<file path="src/rtl/fft_p2s_out.sv">
// fft_p2s_out: parallel-to-serial output stage for the 8-point FFT.
// Captures eight complex bins on a load pulse into one of two frame banks.
// Streams them out in order 0..7 over a valid/ready handshake.
// Optional feature macro: FFT_P2S_MAG_EN adds out_mag = |re| + |im|.
// All data outputs are registered. A look-ahead mux selects the word that
// will be presented after each edge. overrun is combinational and is valid
// in the load cycle only.
module fft_p2s_out #(
    parameter int WIDTH = 16
) (
    input  logic             clk,
    input  logic             reset_n,
    input  logic             load,
    input  logic [WIDTH-1:0] X_0_re,
    input  logic [WIDTH-1:0] X_1_re,
    input  logic [WIDTH-1:0] X_2_re,
    input  logic [WIDTH-1:0] X_3_re,
    input  logic [WIDTH-1:0] X_4_re,
    input  logic [WIDTH-1:0] X_5_re,
    input  logic [WIDTH-1:0] X_6_re,
    input  logic [WIDTH-1:0] X_7_re,
    input  logic [WIDTH-1:0] X_0_im,
    input  logic [WIDTH-1:0] X_1_im,
    input  logic [WIDTH-1:0] X_2_im,
    input  logic [WIDTH-1:0] X_3_im,
    input  logic [WIDTH-1:0] X_4_im,
    input  logic [WIDTH-1:0] X_5_im,
    input  logic [WIDTH-1:0] X_6_im,
    input  logic [WIDTH-1:0] X_7_im,
    input  logic             out_ready,
    output logic             out_valid,
    output logic [WIDTH-1:0] out_re,
    output logic [WIDTH-1:0] out_im,
    output logic [2:0]       out_idx,
    output logic             out_last,
    output logic             busy,
    output logic             overrun
`ifdef FFT_P2S_MAG_EN
    ,
    output logic [WIDTH:0]   out_mag
`endif
);

    typedef enum logic [0:0] {
        ST_IDLE   = 1'b0,
        ST_STREAM = 1'b1
    } state_t;

    // Magnitude of a signed sample, one bit wider so that -2^(WIDTH-1) is exact.
    function automatic logic [WIDTH:0] abs_val(input logic [WIDTH-1:0] v);
        logic [WIDTH:0] r;
        if (v[WIDTH-1]) begin
            r = {1'b0, ~v} + {{WIDTH{1'b0}}, 1'b1};
        end else begin
            r = {1'b0, v};
        end
        return r;
    endfunction

    // Frame storage and control state
    logic [WIDTH-1:0] bank_re_r [2][8];
    logic [WIDTH-1:0] bank_im_r [2][8];
    logic             wp_r;
    logic             rp_r;
    logic [1:0]       cnt_r;
    logic [2:0]       idx_r;
    state_t           state_r;

    // Registered output copies
    logic             out_valid_r;
    logic [WIDTH-1:0] out_re_r;
    logic [WIDTH-1:0] out_im_r;
    logic [2:0]       out_idx_r;
    logic             out_last_r;
`ifdef FFT_P2S_MAG_EN
    logic [WIDTH:0]   out_mag_r;
`endif

    // Combinational control
    logic [WIDTH-1:0] x_re_s [8];
    logic [WIDTH-1:0] x_im_s [8];
    logic             xfer_s;
    logic             final_s;
    logic             wr_en_s;
    logic             overrun_s;
    logic [1:0]       next_cnt_s;
    logic             next_wp_s;
    logic             next_rp_s;
    logic [2:0]       next_idx_s;
    logic [WIDTH-1:0] rd_re_s;
    logic [WIDTH-1:0] rd_im_s;
    state_t           next_state_s;

    // Gather the individual bin ports into arrays for indexed access
    always_comb begin
        x_re_s[0] = X_0_re;
        x_re_s[1] = X_1_re;
        x_re_s[2] = X_2_re;
        x_re_s[3] = X_3_re;
        x_re_s[4] = X_4_re;
        x_re_s[5] = X_5_re;
        x_re_s[6] = X_6_re;
        x_re_s[7] = X_7_re;
        x_im_s[0] = X_0_im;
        x_im_s[1] = X_1_im;
        x_im_s[2] = X_2_im;
        x_im_s[3] = X_3_im;
        x_im_s[4] = X_4_im;
        x_im_s[5] = X_5_im;
        x_im_s[6] = X_6_im;
        x_im_s[7] = X_7_im;
    end

    // Handshake, capture/drop decision and next pointer/count values.
    // A load into a full buffer is still accepted when the oldest frame
    // finishes draining in the same cycle. Its bank is the one wp points at.
    always_comb begin
        xfer_s     = (cnt_r != 2'd0) && out_ready;
        final_s    = xfer_s && (idx_r == 3'd7);
        wr_en_s    = load && ((cnt_r != 2'd2) || final_s);
        overrun_s  = load && (cnt_r == 2'd2) && !final_s;
        next_cnt_s = cnt_r + {1'b0, wr_en_s} - {1'b0, final_s};
        next_wp_s  = wp_r ^ wr_en_s;
        next_rp_s  = rp_r ^ final_s;
        if (final_s) begin
            next_idx_s = 3'd0;
        end else if (xfer_s) begin
            next_idx_s = idx_r + 3'd1;
        end else begin
            next_idx_s = idx_r;
        end
    end

    // Look-ahead read: take the word straight from the inputs when the bank
    // about to be presented is the one being written at this edge.
    always_comb begin
        rd_re_s = bank_re_r[next_rp_s][next_idx_s];
        rd_im_s = bank_im_r[next_rp_s][next_idx_s];
        if (wr_en_s && (next_rp_s == wp_r)) begin
            rd_re_s = x_re_s[next_idx_s];
            rd_im_s = x_im_s[next_idx_s];
        end else begin
            rd_re_s = bank_re_r[next_rp_s][next_idx_s];
            rd_im_s = bank_im_r[next_rp_s][next_idx_s];
        end
    end

    // Next-state logic: stream while at least one frame is buffered
    always_comb begin
        next_state_s = state_r;
        case (state_r)
            ST_IDLE: begin
                if (next_cnt_s != 2'd0) begin
                    next_state_s = ST_STREAM;
                end else begin
                    next_state_s = ST_IDLE;
                end
            end
            ST_STREAM: begin
                if (next_cnt_s == 2'd0) begin
                    next_state_s = ST_IDLE;
                end else begin
                    next_state_s = ST_STREAM;
                end
            end
            default: begin
                next_state_s = ST_IDLE;
            end
        endcase
    end

    // State register, pointers, count and bin index
    always_ff @(posedge clk or negedge reset_n) begin
        if (!reset_n) begin
            state_r <= ST_IDLE;
            wp_r    <= 1'b0;
            rp_r    <= 1'b0;
            cnt_r   <= 2'd0;
            idx_r   <= 3'd0;
        end else begin
            state_r <= next_state_s;
            wp_r    <= next_wp_s;
            rp_r    <= next_rp_s;
            cnt_r   <= next_cnt_s;
            idx_r   <= next_idx_s;
        end
    end

    // Frame banks: capture all sixteen inputs into bank wp on an accepted load
    always_ff @(posedge clk or negedge reset_n) begin
        if (!reset_n) begin
            for (int b = 0; b < 2; b++) begin
                for (int k = 0; k < 8; k++) begin
                    bank_re_r[b][k] <= '0;
                    bank_im_r[b][k] <= '0;
                end
            end
        end else if (wr_en_s) begin
            for (int k = 0; k < 8; k++) begin
                bank_re_r[wp_r][k] <= x_re_s[k];
                bank_im_r[wp_r][k] <= x_im_s[k];
            end
        end
    end

    // Output registers. Under backpressure the next values equal the
    // current ones, so the outputs hold.
    always_ff @(posedge clk or negedge reset_n) begin
        if (!reset_n) begin
            out_valid_r <= 1'b0;
            out_re_r    <= '0;
            out_im_r    <= '0;
            out_idx_r   <= 3'd0;
            out_last_r  <= 1'b0;
`ifdef FFT_P2S_MAG_EN
            out_mag_r   <= '0;
`endif
        end else begin
            out_valid_r <= (next_cnt_s != 2'd0);
            out_re_r    <= rd_re_s;
            out_im_r    <= rd_im_s;
            out_idx_r   <= next_idx_s;
            out_last_r  <= (next_cnt_s != 2'd0) && (next_idx_s == 3'd7);
`ifdef FFT_P2S_MAG_EN
            out_mag_r   <= abs_val(rd_re_s) + abs_val(rd_im_s);
`endif
        end
    end

    assign out_valid = out_valid_r;
    assign out_re    = out_re_r;
    assign out_im    = out_im_r;
    assign out_idx   = out_idx_r;
    assign out_last  = out_last_r;
    assign busy      = (state_r == ST_STREAM);
    assign overrun   = overrun_s;
`ifdef FFT_P2S_MAG_EN
    assign out_mag   = out_mag_r;
`endif

endmodule

</file>
<file path="config.mk">
export PLATFORM = sky130hd
export DESIGN_NAME = fft_p2s_out
export DESIGN_NICKNAME = d
export VERILOG_FILES = /design/src/rtl/fft_p2s_out.sv
export SDC_FILE = /design/constraint.sdc
export NUM_CORES = 1
export LEC_CHECK = 0
export CAP_MARGIN = 20
export CORE_MARGIN = 2
export CORE_UTILIZATION = 41
export DETAILED_ROUTE_END_ITERATION = 6
export GPL_TIMING_DRIVEN = 0
export PLACE_DENSITY = 0.57
export SLEW_MARGIN = 20
export SYNTH_ARGS = -nofsm -noshare
export SYNTH_HDL_FRONTEND = slang
export SYNTH_SLANG_ARGS = --single-unit
</file>
<file path="constraint.sdc">
create_clock -name clk -period 2.8 [get_ports clk]
set_input_delay 0.56 -clock clk [delete_from_list [all_inputs] [get_ports clk]]
set_output_delay 0.56 -clock clk [all_outputs]
set_load 0.02 [all_outputs]
</file>
After elaboration in Yosys (flattened, before gate mapping)
Cells that the tools add are included.
- output and inout port bits: 39
- input port bits: 260
- logic and storage cells: 129
- flip-flop bits (word level): 554
- reductions and logical operators: 13
- muxes and demuxes: 57
- bitwise logic cells: 6
- add/sub/neg operators: 3
- equal/unequal tests: 5
- $lt $le $gt $ge: 4
- operators with widths (cell ; count):
    $bwmux W256 ; 16
    $demux W128 S1 ; 8
    $mux W128 ; 7
    $bmux W16 S3 ; 4
    $mux W16 ; 11
    $mux W112 ; 1
    $mux W96 ; 1
    $mux W80 ; 1
    $mux W64 ; 1
    $mux W48 ; 1
    $mux W32 ; 1
    $logic_and A1 B1 Y1 ; 8
    $eq A3 B3 Y1 const B ; 2
    $mux W3 ; 2
    $ge A2 B2 Y1 const B ; 2
    $ge A4 B4 Y1 const B ; 1
    $not A1 Y2 ; 2
    $not A3 Y4 ; 1
    $reduce_bool A2 Y1 ; 2
    $add A3 B1 Y3 const B ; 1
    $add A2 B1 Y2 ; 1
    $eq A2 B2 Y1 const B ; 1
    $logic_not A2 Y1 ; 1
    $lt A2 B1 Y1 const B ; 1
    9 further kinds ; 11

Longest topological paths before layout
- word-level depth: 13
- depth in mapped cells: 12
- gate-level depth less buffers: 9

Worst setup path after synthesis
Ideal clock, no wire load.
- path kind: reg-to-reg
- start point: register idx_r[0]
- end point: register bank_im_r[128] in the netlist's numbering
- setup time: 125 ps
- path buffers: 3
- setup slack: 156 ps
- period minus slack after synthesis: 2644 ps
- cell stages (with the launch flop): 10
- data arrival time: 2519 ps
- data required time: 2675 ps
- path through: dfrtp_1 ha_1 ha_1 and2_1 o21ai_1 nand2b_1 clkbuf_1 clkbuf_1 buf_2 mux2_2
- longest elaborated chain between the ends: 4
- RTL lines (item ; line ; RTL):
    start, declared ; 66 ; logic [2:0] idx_r;
    start signal, assigned ; 185 ; idx_r <= next_idx_s;
    $eq A3 B3 Y1 ; 119 ; final_s = xfer_s && (idx_r == 3'd7);
    $logic_and A1 B1 Y1 ; 119 ;
    $logic_or A1 B1 Y1 ; 120 ; wr_en_s = load && ((cnt_r != 2'd2) || final_s);
    $logic_and A1 B1 Y1 ; 120 ;
    end signal, assigned by index ; 201 ; bank_im_r[wp_r][k] <= x_im_s[k];
    end, declared ; 62 ; logic [WIDTH-1:0] bank_im_r [2][8];
No other way between the ends.
A chain may end at the register's enable or synchronous reset.

Final worst setup path
- start point: register idx_r[0]
- end point: register out_re_r[13] (netlist: out_re[13])
- longest elaborated chain between the ends: 11
- elaborated cells between the ends (all ways): 22
- classes of those cells: 1 x add/sub; 2 x eq/ne; 12 x mux; 3 x bitwise; 4 x reduce/logical
- RTL lines (item ; line ; RTL):
    $eq A3 B3 Y1 ; 119 ;
    $logic_and A1 B1 Y1 ; 119 ;
    $xor A1 B1 Y1 ; 124 ; next_rp_s = rp_r ^ final_s;
    $not A1 Y2 (not written as such) ; 143 ; rd_re_s = bank_re_r[next_rp_s][next_idx_s];
    $mux W128 (not written as such) (3 in a row) ; 143 ;
    $bmux W16 S3 ; 143 ;
    $mux W16 (not written as such) (2 in a row) ; 143 ;
    $mux W16 * ; 139 ; if (wr_en_s && (next_rp_s == wp_r)) begin
    net rd_re_s[13] ; 90 ; logic [WIDTH-1:0] rd_re_s;
    end signal, assigned ; 220 ; out_re_r <= rd_re_s;
    end, declared ; 71 ; logic [WIDTH-1:0] out_re_r;
Mark *: on every way through the listed nets, which the timed path passes. The rest lies on a longest branch. The select of a mux whose other input is x is not followed.

==> out/qor.yml <==
clock_tree:
  clk_transition_reported_paths_ns: 0.06
  cts_tree: "done"
  clk_path_buf_depth: 3
  cts_buffers: 66
  cts_max_level: 3
  clkSinkCount: 553
  root_buffer: "clkbuf_16"
  clk_latency_ns: 0.61
synthesis:
  ys_warn_count: 0
  ys_ff_latch: 553
  syn-num-nets: 2725
  ys_seq_area_share_pct: 51.8
  netlist_area_um2: 26700
  async_flop_share_pct: 100
  synth_area_per_cell_um2: 10.8
  synthCells: 2462
  yosysUniqueCellTypes: 44
  synth_edf_count: 0
  yosys_most_used_dff: "dfrtp_1"
power:
  irDropWorstVdd_uv: 897
  power.leakage_nw: 14.8
  p_per_area_nw_per_um2: 1480
  power_mw: 51.0
die:
  row_count: 93
  dieWidth_um: 259
  io_pins: 299
  core_area_um2: 64500
  dieArea_um2: 67200
  die_h_um: 259
  initial_utilization_pct: 41.4
layout:
  synthToLayoutAreaGrowth_pct: 28.8
  drive_gt1_share_pct: 30.4
  nets: 3127
  mostFrequentLayoutCell: "nand2_1"
  nFillCells: 5694
  mostFrequentLayoutCells: "nand2_1 (581), dfrtp_1 (550), mux2_2 (512)"
  antenna_cells: 0
worst_setup_path:
  cp_num_buf_inv: 4
  startpoint_type: "register"
  crit_fanout: 10
  worstSetupEndpointType: "register"
  crit_type: "register to register"
  cpPeakStageDelay_ns: 0.37
  arrival_ns: 3.25
  cp_top_family: "simple AND/OR/NAND/NOR gates"
  path_cells: "ha_2 > ha_4 > nor2_1 > mux2i_4 > clkinv_4 > buf_4 > buf_4 > buf_8 > nand2_1 > nand3_1 > nand4_1 > nand4_1"
  slowest_stage: "dfrtp_2"
  worstPathRequired_ns: 3.22
grt:
  grt_max_degree: 94
  grt_pass1_vias: 23200
  track_usage_pct: 33.6
  globalRouteOverflowTotal: 0
  antenna_found_initial: 0
  grt_pass1_wl_um: 161000
placement:
  gp_congestion: 0.966
  place_ws_ns: -1.43
  hpwl_um: 82300
  port_buffers: 298
sta:
  max_freq_mhz: 353
  worst_slew_pin_slew_ns: 0.956
  clock_skew_ns: 0.0292
  rsz0062_at_grt: "yes"
  setup_viol: 5
  timing.final.crit_share_pct: 101
  whs_ns: 0.399
  finalMaxSlewViolations: 0
  slew_headroom_pct: 36.3
  finalWorstPathRequiredPeriod_ns: 2.83
  layout_setup_ws_ns: -0.0306
  hold_violations: 0
detailed_routing:
  num_vias: 22500
  antenna_left: 0
  route.detailed.drc: 0
  drtPass1Iterations: 6
  via_per_inst: 5.97
  drt-initial-drc-count: 1997
  detail_route.wl_per_cell_um: 30.3
  wirelength_um: 114000
outcome:
  failed_checks: "negative setup slack"
  outcome: "complete, but fails checks"
hold_path:
  min_path_type: "input port to asynchronous set/reset pin"
job:
  maxCapViolations: 0
[cell families (layout without fill, tap and decap cells)]
logic type / Yosys count / count (layout) / share of synthesized area, %
AND/OR/NAND/NOR: 959 / 959 / 15.5
multiplexers: 606 / 606 / 25.2
flip-flops: 553 / 553 / 51.8
buffers and inverters: 186 / 633 / 3.22
AO/OA/AOI/OAI: 151 / 151 / 3.92
XOR/XNOR: 4 / 4 / 0.211
adder cells (fa/ha/maj): 3 / 3 / 0.141
[sequential cells by signal, summed over array words and instances, names as in the netlist]
name and flops:
idx_r 3, out_im 16, out_last 1, out_re 16, cnt_r 2, bank_re_r 256
wp_r 1, bank_im_r 256, out_valid 1, rp_r 1
[what timing repair did]
action	4_1_cts	5_1_grt
pin swaps	18	12
setup buffers	17	11
hold buffers	1	0
endpoints found under the setup margin	548	438
gates resized for setup	230	124
gates cloned	1	2
endpoints found under the hold margin	25	0
[layout make-up]
type	instances	area, um^2	area share [%]
clock inverters	11	138	0.400
well taps	855	1070	3.11
flip-flops and latches	553	13800	40.3
plain buffers	178	1470	4.28
inverters	5	28.8	0.0837
clock buffers	102	2020	5.88
multi-input cells	1723	12300	35.9
repair buffers	336	3480	10.1
repair inverters	1	5.00	0.0146
[where the power goes]
part,switching (mW),leakage (nW),internal [mW]
Clock,3.48,1.07,5.22
Combinational,17.0,7.25,11.0
Sequential,2.08,6.50,12.2
Total,22.6,14.8,28.5
[per-layer routing]
| metal | wire [um] | GRT usage [%] | part of all wire, % |
|---|---|---|---|
| met3 | 8700 | 6.16 | 7.6 |
| met1 | 44800 | 42.0 | 39 |
| met4 | 7390 | 20.8 | 6.5 |
| met2 | 53000 | 54.2 | 47 |
| met5 | 0 | 0 | 0 |
[through the flow]
stage	area (um^2)	TNS (ns)	std cells	utilization [%]
5_1_grt	34400	-3.73	3764	53.3
6_report	34400	-0.0844	3764	53.3
4_1_cts	33900	-3.30	3753	52.6
3_3_place_gp	30800	-	3615	47.7
3_5_place_dp	31000	-364.53	3622	48.0
2_1_floorplan	26700	0	2462	-
[Yosys cell counts, types with 2 or more instances]
| cell | count | area share [%] |
|---|---|---|
| a21oi_1 | 32 | 0.60 |
| a221oi_1 | 7 | 0.23 |
| a31oi_1 | 41 | 0.96 |
| a32oi_1 | 50 | 1.6 |
| buf_1 | 8 | 0.11 |
| buf_2 | 113 | 2.1 |
| buf_4 | 3 | 0.084 |
| clkbuf_1 | 56 | 0.79 |
| dfrtp_1 | 553 | 52 |
| ha_1 | 3 | 0.14 |
| inv_1 | 2 | 0.028 |
| inv_2 | 2 | 0.028 |
| mux2_2 | 512 | 22 |
| mux2i_1 | 91 | 3.4 |
| mux2i_4 | 2 | 0.17 |
| nand2_1 | 582 | 8.2 |
| nand2b_1 | 2 | 0.047 |
| nand3_1 | 248 | 4.6 |
| nand4_1 | 43 | 1.0 |
| nor2_1 | 37 | 0.52 |
| nor2_2 | 3 | 0.070 |
| nor2b_1 | 2 | 0.047 |
| nor3_1 | 18 | 0.34 |
| nor4_1 | 15 | 0.35 |
| o211ai_1 | 2 | 0.056 |
| o21ai_0 | 13 | 0.24 |
| o21ai_1 | 3 | 0.056 |
| or2_2 | 2 | 0.047 |
| xor2_1 | 2 | 0.066 |
[worst paths after layout]
check | slack [ns] | startpoint | to | depth (start not counted)
setup / recovery | -0.03 | idx_r[0] | out_re[13] | 12
hold / removal | 0.40 | reset_n | bank_re_r[124] | 2
setup reg to reg | -0.03 | idx_r[0] | out_re[13] | 12
hold reg to reg | 0.50 | bank_im_r[69] | bank_im_r[69] | 1
max in group asynchronous | 0.51 | reset_n | bank_im_r[8] | 6
min in group clk | 0.50 | bank_im_r[69] | bank_im_r[69] | 1
Note: power is estimated with default switching activity, not from simulation.
